<file path="config.mk">
export PLATFORM = sky130hd
export DESIGN_NAME = ram_dump_reader_flat
export DESIGN_NICKNAME = d
export VERILOG_FILES = /design/src/rtl/ram_dump_pkg.sv /design/src/rtl/ram_dump_reader_if.sv /design/src/rtl/ram_dump_ctr.sv /design/src/rtl/ram_dump_reader.sv /design/src/flat_wrapper.sv
export SDC_FILE = /design/constraint.sdc
export NUM_CORES = 1
export LEC_CHECK = 0
export CORE_UTILIZATION = 45
export DETAILED_ROUTE_END_ITERATION = 10
export GPL_ROUTABILITY_DRIVEN = 0
export GPL_TIMING_DRIVEN = 1
export PLACE_DENSITY = 0.95
export SLEW_MARGIN = 5
export SYNTH_ARGS = -nofsm -noshare
export SYNTH_HDL_FRONTEND = slang
export SYNTH_SLANG_ARGS = --single-unit
</file>
<file path="constraint.sdc">
create_clock -name clk -period 3.2 [get_ports clk]
set_clock_uncertainty 0.15 [all_clocks]
set_input_delay 0.48 -clock clk [delete_from_list [all_inputs] [get_ports clk]]
set_output_delay 0.48 -clock clk [all_outputs]
set_load 0.01 [all_outputs]
</file>
<file path="src/rtl/ram_dump_pkg.sv">
// ram_dump_pkg: shared definitions for the RAM dump reader.
//   state_t     - reader FSM states (3-bit encoding)
//   DEF_ADDR_W  - default RAM address width
//   DEF_DATA_W  - default RAM word width
//   DEF_DEPTH   - default RAM depth, 2**DEF_ADDR_W
package ram_dump_pkg;

  localparam int unsigned DEF_ADDR_W = 3;
  localparam int unsigned DEF_DATA_W = 8;
  localparam int unsigned DEF_DEPTH  = 1 << DEF_ADDR_W;

  typedef enum logic [2:0] {
    ST_IDLE = 3'd0,
    ST_RD   = 3'd1,
    ST_CAP  = 3'd2,
    ST_OUT  = 3'd3,
    ST_DONE = 3'd4
  } state_t;

endpackage

</file>
<file path="src/rtl/ram_dump_reader_if.sv">
// ram_dump_reader_if: valid/ready word stream from the dump reader.
//   out_data  - stream word
//   out_valid - word valid
//   out_ready - consumer ready
//   out_last  - final beat of a dump
// Modports: master (reader side), slave (consumer side).
interface ram_dump_reader_if #(
  parameter int unsigned DATA_W = 8
) ();

  logic [DATA_W-1:0] out_data;
  logic              out_valid;
  logic              out_ready;
  logic              out_last;

  modport master (
    output out_data,
    output out_valid,
    output out_last,
    input  out_ready
  );

  modport slave (
    input  out_data,
    input  out_valid,
    input  out_last,
    output out_ready
  );

endinterface

</file>
<file path="src/rtl/ram_dump_ctr.sv">
// ram_dump_ctr: address / remaining-word register pair for the dump reader.
//   clk, rst  - clock, synchronous active-high reset
//   load      - latch base and clamped count
//   base      - first address
//   count     - requested words (clamped to 2**ADDR_W)
//   step      - advance address (wrapping) and decrement remaining
//   addr      - current read address
//   rem_zero  - remaining count is zero
module ram_dump_ctr #(
  parameter int unsigned ADDR_W = 3
) (
  input  logic              clk,
  input  logic              rst,
  input  logic              load,
  input  logic [ADDR_W-1:0] base,
  input  logic [ADDR_W:0]   count,
  input  logic              step,
  output logic [ADDR_W-1:0] addr,
  output logic              rem_zero
);

  localparam logic [ADDR_W:0] FULL = {1'b1, {ADDR_W{1'b0}}};

  logic [ADDR_W-1:0] addr_q, addr_d;
  logic [ADDR_W:0]   rem_q, rem_d;

  always_comb begin
    addr_d = addr_q;
    rem_d  = rem_q;
    if (load) begin
      addr_d = base;
      rem_d  = (count > FULL) ? FULL : count;
    end else if (step) begin
      // address is exactly ADDR_W bits wide, so the increment wraps naturally
      addr_d = addr_q + 1'b1;
      rem_d  = rem_q - 1'b1;
    end
  end

  always_ff @(posedge clk) begin
    if (rst) begin
      addr_q <= '0;
      rem_q  <= '0;
    end else begin
      addr_q <= addr_d;
      rem_q  <= rem_d;
    end
  end

  assign addr     = addr_q;
  assign rem_zero = (rem_q == '0);

endmodule

</file>
<file path="src/rtl/ram_dump_reader.sv">
// ram_dump_reader: on start, reads a wrapping range of a synchronous RAM
// (1-cycle read latency) and streams the words out over valid/ready.
//   clk, rst     - clock, synchronous active-high reset
//   start        - dump request, sampled in IDLE only
//   base_addr    - first RAM address
//   count        - words to read (0 = empty dump, clamped to 2**ADDR_W)
//   ram_rd_en    - RAM read strobe
//   ram_rd_addr  - RAM read address
//   ram_rd_data  - RAM read data, valid the cycle after ram_rd_en
//   strm         - output stream (ram_dump_reader_if.master)
//   busy         - dump in progress
//   done         - one-cycle end-of-dump pulse
// Optional: RAM_DUMP_READER_CHECKSUM_EN appends one XOR-checksum beat.
module ram_dump_reader
  import ram_dump_pkg::*;
#(
  parameter int unsigned ADDR_W = DEF_ADDR_W,
  parameter int unsigned DATA_W = DEF_DATA_W
) (
  input  logic              clk,
  input  logic              rst,
  input  logic              start,
  input  logic [ADDR_W-1:0] base_addr,
  input  logic [ADDR_W:0]   count,
  output logic              ram_rd_en,
  output logic [ADDR_W-1:0] ram_rd_addr,
  input  logic [DATA_W-1:0] ram_rd_data,
  ram_dump_reader_if.master strm,
  output logic              busy,
  output logic              done
);

  state_t state_q, state_d;

  logic [DATA_W-1:0] data_q, data_d;
  logic [ADDR_W-1:0] addr;
  logic              rem_zero;
  logic              accept;
  logic              hs;
  logic              final_beat;

  assign accept = (state_q == ST_IDLE) && start;
  assign hs     = (state_q == ST_OUT) && strm.out_ready;

  ram_dump_ctr #(
    .ADDR_W (ADDR_W)
  ) u_ctr (
    .clk      (clk),
    .rst      (rst),
    .load     (accept && (count != '0)),
    .base     (base_addr),
    .count    (count),
    .step     (state_q == ST_CAP),
    .addr     (addr),
    .rem_zero (rem_zero)
  );

`ifdef RAM_DUMP_READER_CHECKSUM_EN
  // chk_q marks that the checksum beat is the one currently presented
  logic              chk_q, chk_d;
  logic [DATA_W-1:0] csum_q, csum_d;

  always_comb begin
    csum_d = csum_q;
    chk_d  = chk_q;
    if (accept) begin
      csum_d = '0;
      chk_d  = 1'b0;
    end else begin
      if (state_q == ST_CAP) csum_d = csum_q ^ ram_rd_data;
      if (hs && rem_zero)    chk_d  = 1'b1;
    end
  end

  always_ff @(posedge clk) begin
    if (rst) begin
      csum_q <= '0;
      chk_q  <= 1'b0;
    end else begin
      csum_q <= csum_d;
      chk_q  <= chk_d;
    end
  end

  assign final_beat = rem_zero && chk_q;
`else
  assign final_beat = rem_zero;
`endif

  // stream data register
  always_comb begin
    data_d = data_q;
    if (state_q == ST_CAP) begin
      data_d = ram_rd_data;
`ifdef RAM_DUMP_READER_CHECKSUM_EN
    end else if (hs && rem_zero && !chk_q) begin
      data_d = csum_q;
`endif
    end
  end

  always_ff @(posedge clk) begin
    if (rst) data_q <= '0;
    else     data_q <= data_d;
  end

  // state register
  always_ff @(posedge clk) begin
    if (rst) state_q <= ST_IDLE;
    else     state_q <= state_d;
  end

  // next state
  always_comb begin
    state_d = state_q;
    unique case (state_q)
      ST_IDLE: if (start) state_d = (count == '0) ? ST_DONE : ST_RD;
      ST_RD:   state_d = ST_CAP;
      ST_CAP:  state_d = ST_OUT;
      ST_OUT: begin
        // with the checksum build, exhausted data re-enters OUT for the sum beat
        if (strm.out_ready) begin
          if (final_beat)    state_d = ST_DONE;
          else if (rem_zero) state_d = ST_OUT;
          else               state_d = ST_RD;
        end
      end
      ST_DONE: state_d = ST_IDLE;
      default: state_d = ST_IDLE;
    endcase
  end

  // outputs
  always_comb begin
    ram_rd_en   = (state_q == ST_RD);
    ram_rd_addr = (state_q == ST_RD) ? addr : '0;
    busy        = (state_q == ST_RD) || (state_q == ST_CAP) || (state_q == ST_OUT);
    done        = (state_q == ST_DONE);
  end

  assign strm.out_valid = (state_q == ST_OUT);
  assign strm.out_last  = (state_q == ST_OUT) && final_beat;
  assign strm.out_data  = data_q;

endmodule

</file>
<file path="src/flat_wrapper.sv">
// flat-port wrapper written by rule: the top's interface ports become plain ports
module ram_dump_reader_flat import ram_dump_pkg::*;
#(
  parameter int unsigned ADDR_W = DEF_ADDR_W,
  parameter int unsigned DATA_W = DEF_DATA_W
)
  (clk, rst, start, base_addr, count, ram_rd_en, ram_rd_addr, ram_rd_data, busy, done, strm_out_data, strm_out_valid, strm_out_last, strm_out_ready);
  ram_dump_reader_if #(.DATA_W(DATA_W)) strm_i ();
  input  logic clk;
  input  logic rst;
  input  logic start;
  input  logic [ADDR_W-1:0] base_addr;
  input  logic [ADDR_W:0] count;
  output logic ram_rd_en;
  output logic [ADDR_W-1:0] ram_rd_addr;
  input  logic [DATA_W-1:0] ram_rd_data;
  output logic busy;
  output logic done;
  output wire logic [$bits(strm_i.out_data)-1:0] strm_out_data;
  output wire logic [$bits(strm_i.out_valid)-1:0] strm_out_valid;
  output wire logic [$bits(strm_i.out_last)-1:0] strm_out_last;
  input wire logic [$bits(strm_i.out_ready)-1:0] strm_out_ready;
  assign strm_out_data = strm_i.out_data;
  assign strm_out_valid = strm_i.out_valid;
  assign strm_out_last = strm_i.out_last;
  assign strm_i.out_ready = strm_out_ready;
  ram_dump_reader #(.ADDR_W(ADDR_W), .DATA_W(DATA_W)) u_core (.clk(clk), .rst(rst), .start(start), .base_addr(base_addr), .count(count), .ram_rd_en(ram_rd_en), .ram_rd_addr(ram_rd_addr), .ram_rd_data(ram_rd_data), .strm(strm_i), .busy(busy), .done(done));
endmodule
</file>
==> impl_metrics.csv <==
group,metric,value,unit
sta,setup_viol,0,
clock_network,cts_post_setup_buffers_inserted,0,
layout,fillers,140,
job,cap_violations,0,
floorplan,io_pins,35,
sta,worst_pin_slew,0.667,ns
route,viasPerCell,5.54,
global_route,grt_usage,23.3,%
min_path,hold_start,"u_core.strm.out_data[5]$_SDFFE_PP0N_",
floorplan,dieHeight,46.3,µm
clock_network,cts_tree,"yes",
power,ir_drop,0.278,mV
global_route,grt_max_degree,21,
sta,hold_ws,0.313,ns
placed_design,dp_hpwl,1.70,mm
yosys,synth_edf_count,0,
power,powerDensity,432,mW/mm²
placed_design,numPortBuffers,34,
layout,drive_above_1_share,3.50,%
global_route,grt-ovfl-total,0,
route,ant_nets,0,
sta,layout_min_cycle_time,2.54,ns
layout,multi_input_area,477,µm²
clock_network,hold_buffers,0,
power,leakagePower,0.457,nW
critical_path,arrival,1.91,ns
yosys,yosys.cell_types.count,30,
layout,final-seq-area,360,µm²
global_route,grt_pass1_wl,3.42,mm
route,drt_iter0_drc,13,
critical_path,ff2ff_setup_slack,1.21,ns
yosys,ys_ff_latch,18,
yosys,ys_warn_count,0,
critical_path,r2r-start,"u_core.state_q[1]$_SDFFE_PP0P_",
critical_path,path_class,"reg -> out",
route,routedWlPerCell,13.3,µm
clock_network,clkTransAtPathRegs,0.09,ns
clock_network,clock_sinks,18,
yosys,ys_async_sr_fraction,0,%
yosys,syn_area,883,µm²
floorplan,fp.dieW,46.3,µm
yosys,synth_flop_cell,"dfxtp_1",
clock_network,cts_resized,0,
global_route,antenna_found_initial,0,
critical_path,required,2.57,ns
layout,n_antenna_cell,0,
clock_network,cts_buffer_depth,2,
sta,grt_setup_unrepaired,"no",
min_path,holdCritPathClass,"reg -> reg",
floorplan,coreArea,0.00178,mm²
sta,drv_slew,0,
sta,fmax,0.393,GHz
sta,max_slew_margin,55.4,%
sta,finalCritPeriodShare,79.5,%
outcome,outcome,"completed",
layout,syn_to_final_growth,43.6,%
yosys,syn_avg_cell_area,8.03,µm²
sta,setup_tns,0,ns
critical_path,end_kind,"output pin",
critical_path,critPathLaunchType,"flip-flop",
critical_path,timing.rr.end,"u_core.u_ctr.rem_q[3]$_SDFFE_PP0P_",
route,dr.pass1.iters,4,
sta,finalHoldViolations,0,
clock_network,htreeDepth,1,
yosys,syn_inst,110,
floorplan,rows,15,
min_path,whs_path_depth,2,
yosys,syn_nets,131,
global_route,grt_pass1_vias,817,
min_path,holdPathEnd,"u_core.strm.out_data[5]$_SDFFE_PP0N_",
yosys,ys_seq_area_share,40.8,%
clock_network,cts_root_buf,"clkbuf_4",
route,vias,930,
route,drc,0,
floorplan,die_area,0.00214,mm²
critical_path,critPathMaxFanout,3,
critical_path,r2r_cells,3,
clock_network,numCtsBuffers,3,
layout,fin_util,71.2,%
route,wl,2.24,mm
clock_network,insertion_delay,0.29,ns
floorplan,initial_utilization,49.5,%
critical_path,worstSetupStartpoint,"u_core.u_ctr.rem_q[0]$_SDFFE_PP0P_",
layout,fin_nets,166,
==> through the flow <==
| stage | worst slack, ns | power, W | cells | instance area, µm² |
|---|---|---|---|---|
| 2_1_floorplan | 1.34 | 0.000363 | 110 | 883 |
| 3_3_place_gp | 0.825 | 0.000435 | 165 | 1250 |
| 3_5_place_dp | 0.753 | 0.000443 | 165 | 1250 |
| 4_1_cts | 0.665 | 0.000551 | 168 | 1270 |
| 5_1_grt | 0.538 | 0.000581 | 168 | 1270 |
| 6_report | 0.656 | 0.000548 | 168 | 1270 |
==> critical path, cell delays in order (launching register included) <==
cell,delay [ns]
dfxtp_1,0.33
inv_1,0.08
ha_1,0.16
nor3b_1,0.33
and2_1,0.18
clkdlybuf4s50_1,0.53
==> logic make-up (layout without fill, tap and decap cells) <==
| logic type | after synthesis | in the layout | synth area share, % |
|---|---|---|---|
| AND/OR/NAND/NOR | 51 | 51 | 30.9 |
| AO/OA/AOI/OAI | 25 | 25 | 18.3 |
| flip-flops | 18 | 18 | 40.8 |
| buffers and inverters | 12 | 45 | 5.24 |
| adder cells (fa/ha/maj) | 2 | 2 | 2.83 |
| XOR/XNOR | 2 | 2 | 1.98 |
==> power by group <==
part | internal, W | switching, W | total (W)
Combinational | 0.0000891 | 0.0000800 | 0.000169
Clock | 0.0000438 | 0.0000639 | 0.000108
Sequential | 0.000249 | 0.0000222 | 0.000271
Total | 0.000382 | 0.000166 | 0.000548
==> worst max-delay path by stage <==
| stage | slack, ns | to |
|---|---|---|
| finish | 0.66 | strm_out_last |
| global route | 0.54 | strm_out_last |
| CTS | 0.66 | strm_out_last |
| detailed placement | 0.75 | u_core.u_ctr.rem_q[1]$_SDFFE_PP0P_ |
| global placement | 0.83 | u_core.u_ctr.rem_q[1]$_SDFFE_PP0P_ |
| floorplan | 1.34 | u_core.u_ctr.rem_q[1]$_SDFFE_PP0P_ |
==> flip-flops by register name, indices dropped and copies added, names as in the netlist <==
name                  count
u_core.strm.out_data      8
u_core.u_ctr.addr         3
u_core.u_ctr.rem_q        4
u_core.state_q            3
==> Yosys cell counts (all sizes together) (2+ instances only) <==
cell	instances	area (µm²)
a21oi	11	55.1
a311oi	3	26.3
and2	6	37.5
clkbuf	5	18.8
dfxtp	18	360
ha	2	25.0
inv	6	22.5
nand2	21	78.8
nor2	5	18.8
nor3	3	15.0
nor3b	3	22.5
nor4	2	12.5
o21ai	3	15.0
o31ai	2	15.0
or3	2	12.5
or4b	3	30.0
xnor2	2	17.5
==> final cells by class <==
cell class	count	area share (%)
Sequential cell	18	28.4
Clock buffer	3	1.78
Tap cell	25	2.47
Multi-Input combinational cell	80	37.6
Inverter	6	1.78
Timing Repair Buffer	36	28.0
==> metal layers <==
layer / vias to the layer above / track usage, % / wire length, µm
li1: 461 / - / -
met1: 432 / 23.9 / 927
met2: 30 / 41.7 / 1130
met3: 7 / 7.06 / 114
met4: 0 / 11.8 / 63
met5: - / 0 / 0
==> cells in the final DEF (no fill, tap or decap), drive strengths merged, types with 2 or more instances in the layout <==
cell,synthesis,final
clkbuf,5,3
nor3b,3,3
inv,6,6
dfxtp,18,18
and2,6,6
clkdlybuf4s50,0,34
o31ai,2,2
nor4,2,2
or3,2,2
buf,1,2
xnor2,2,2
nand2,21,21
a311oi,3,3
ha,2,2
or4b,3,3
nor2,5,5
o21ai,3,3
a21oi,11,11
nor3,3,3
(Power assumes the default switching activity.)
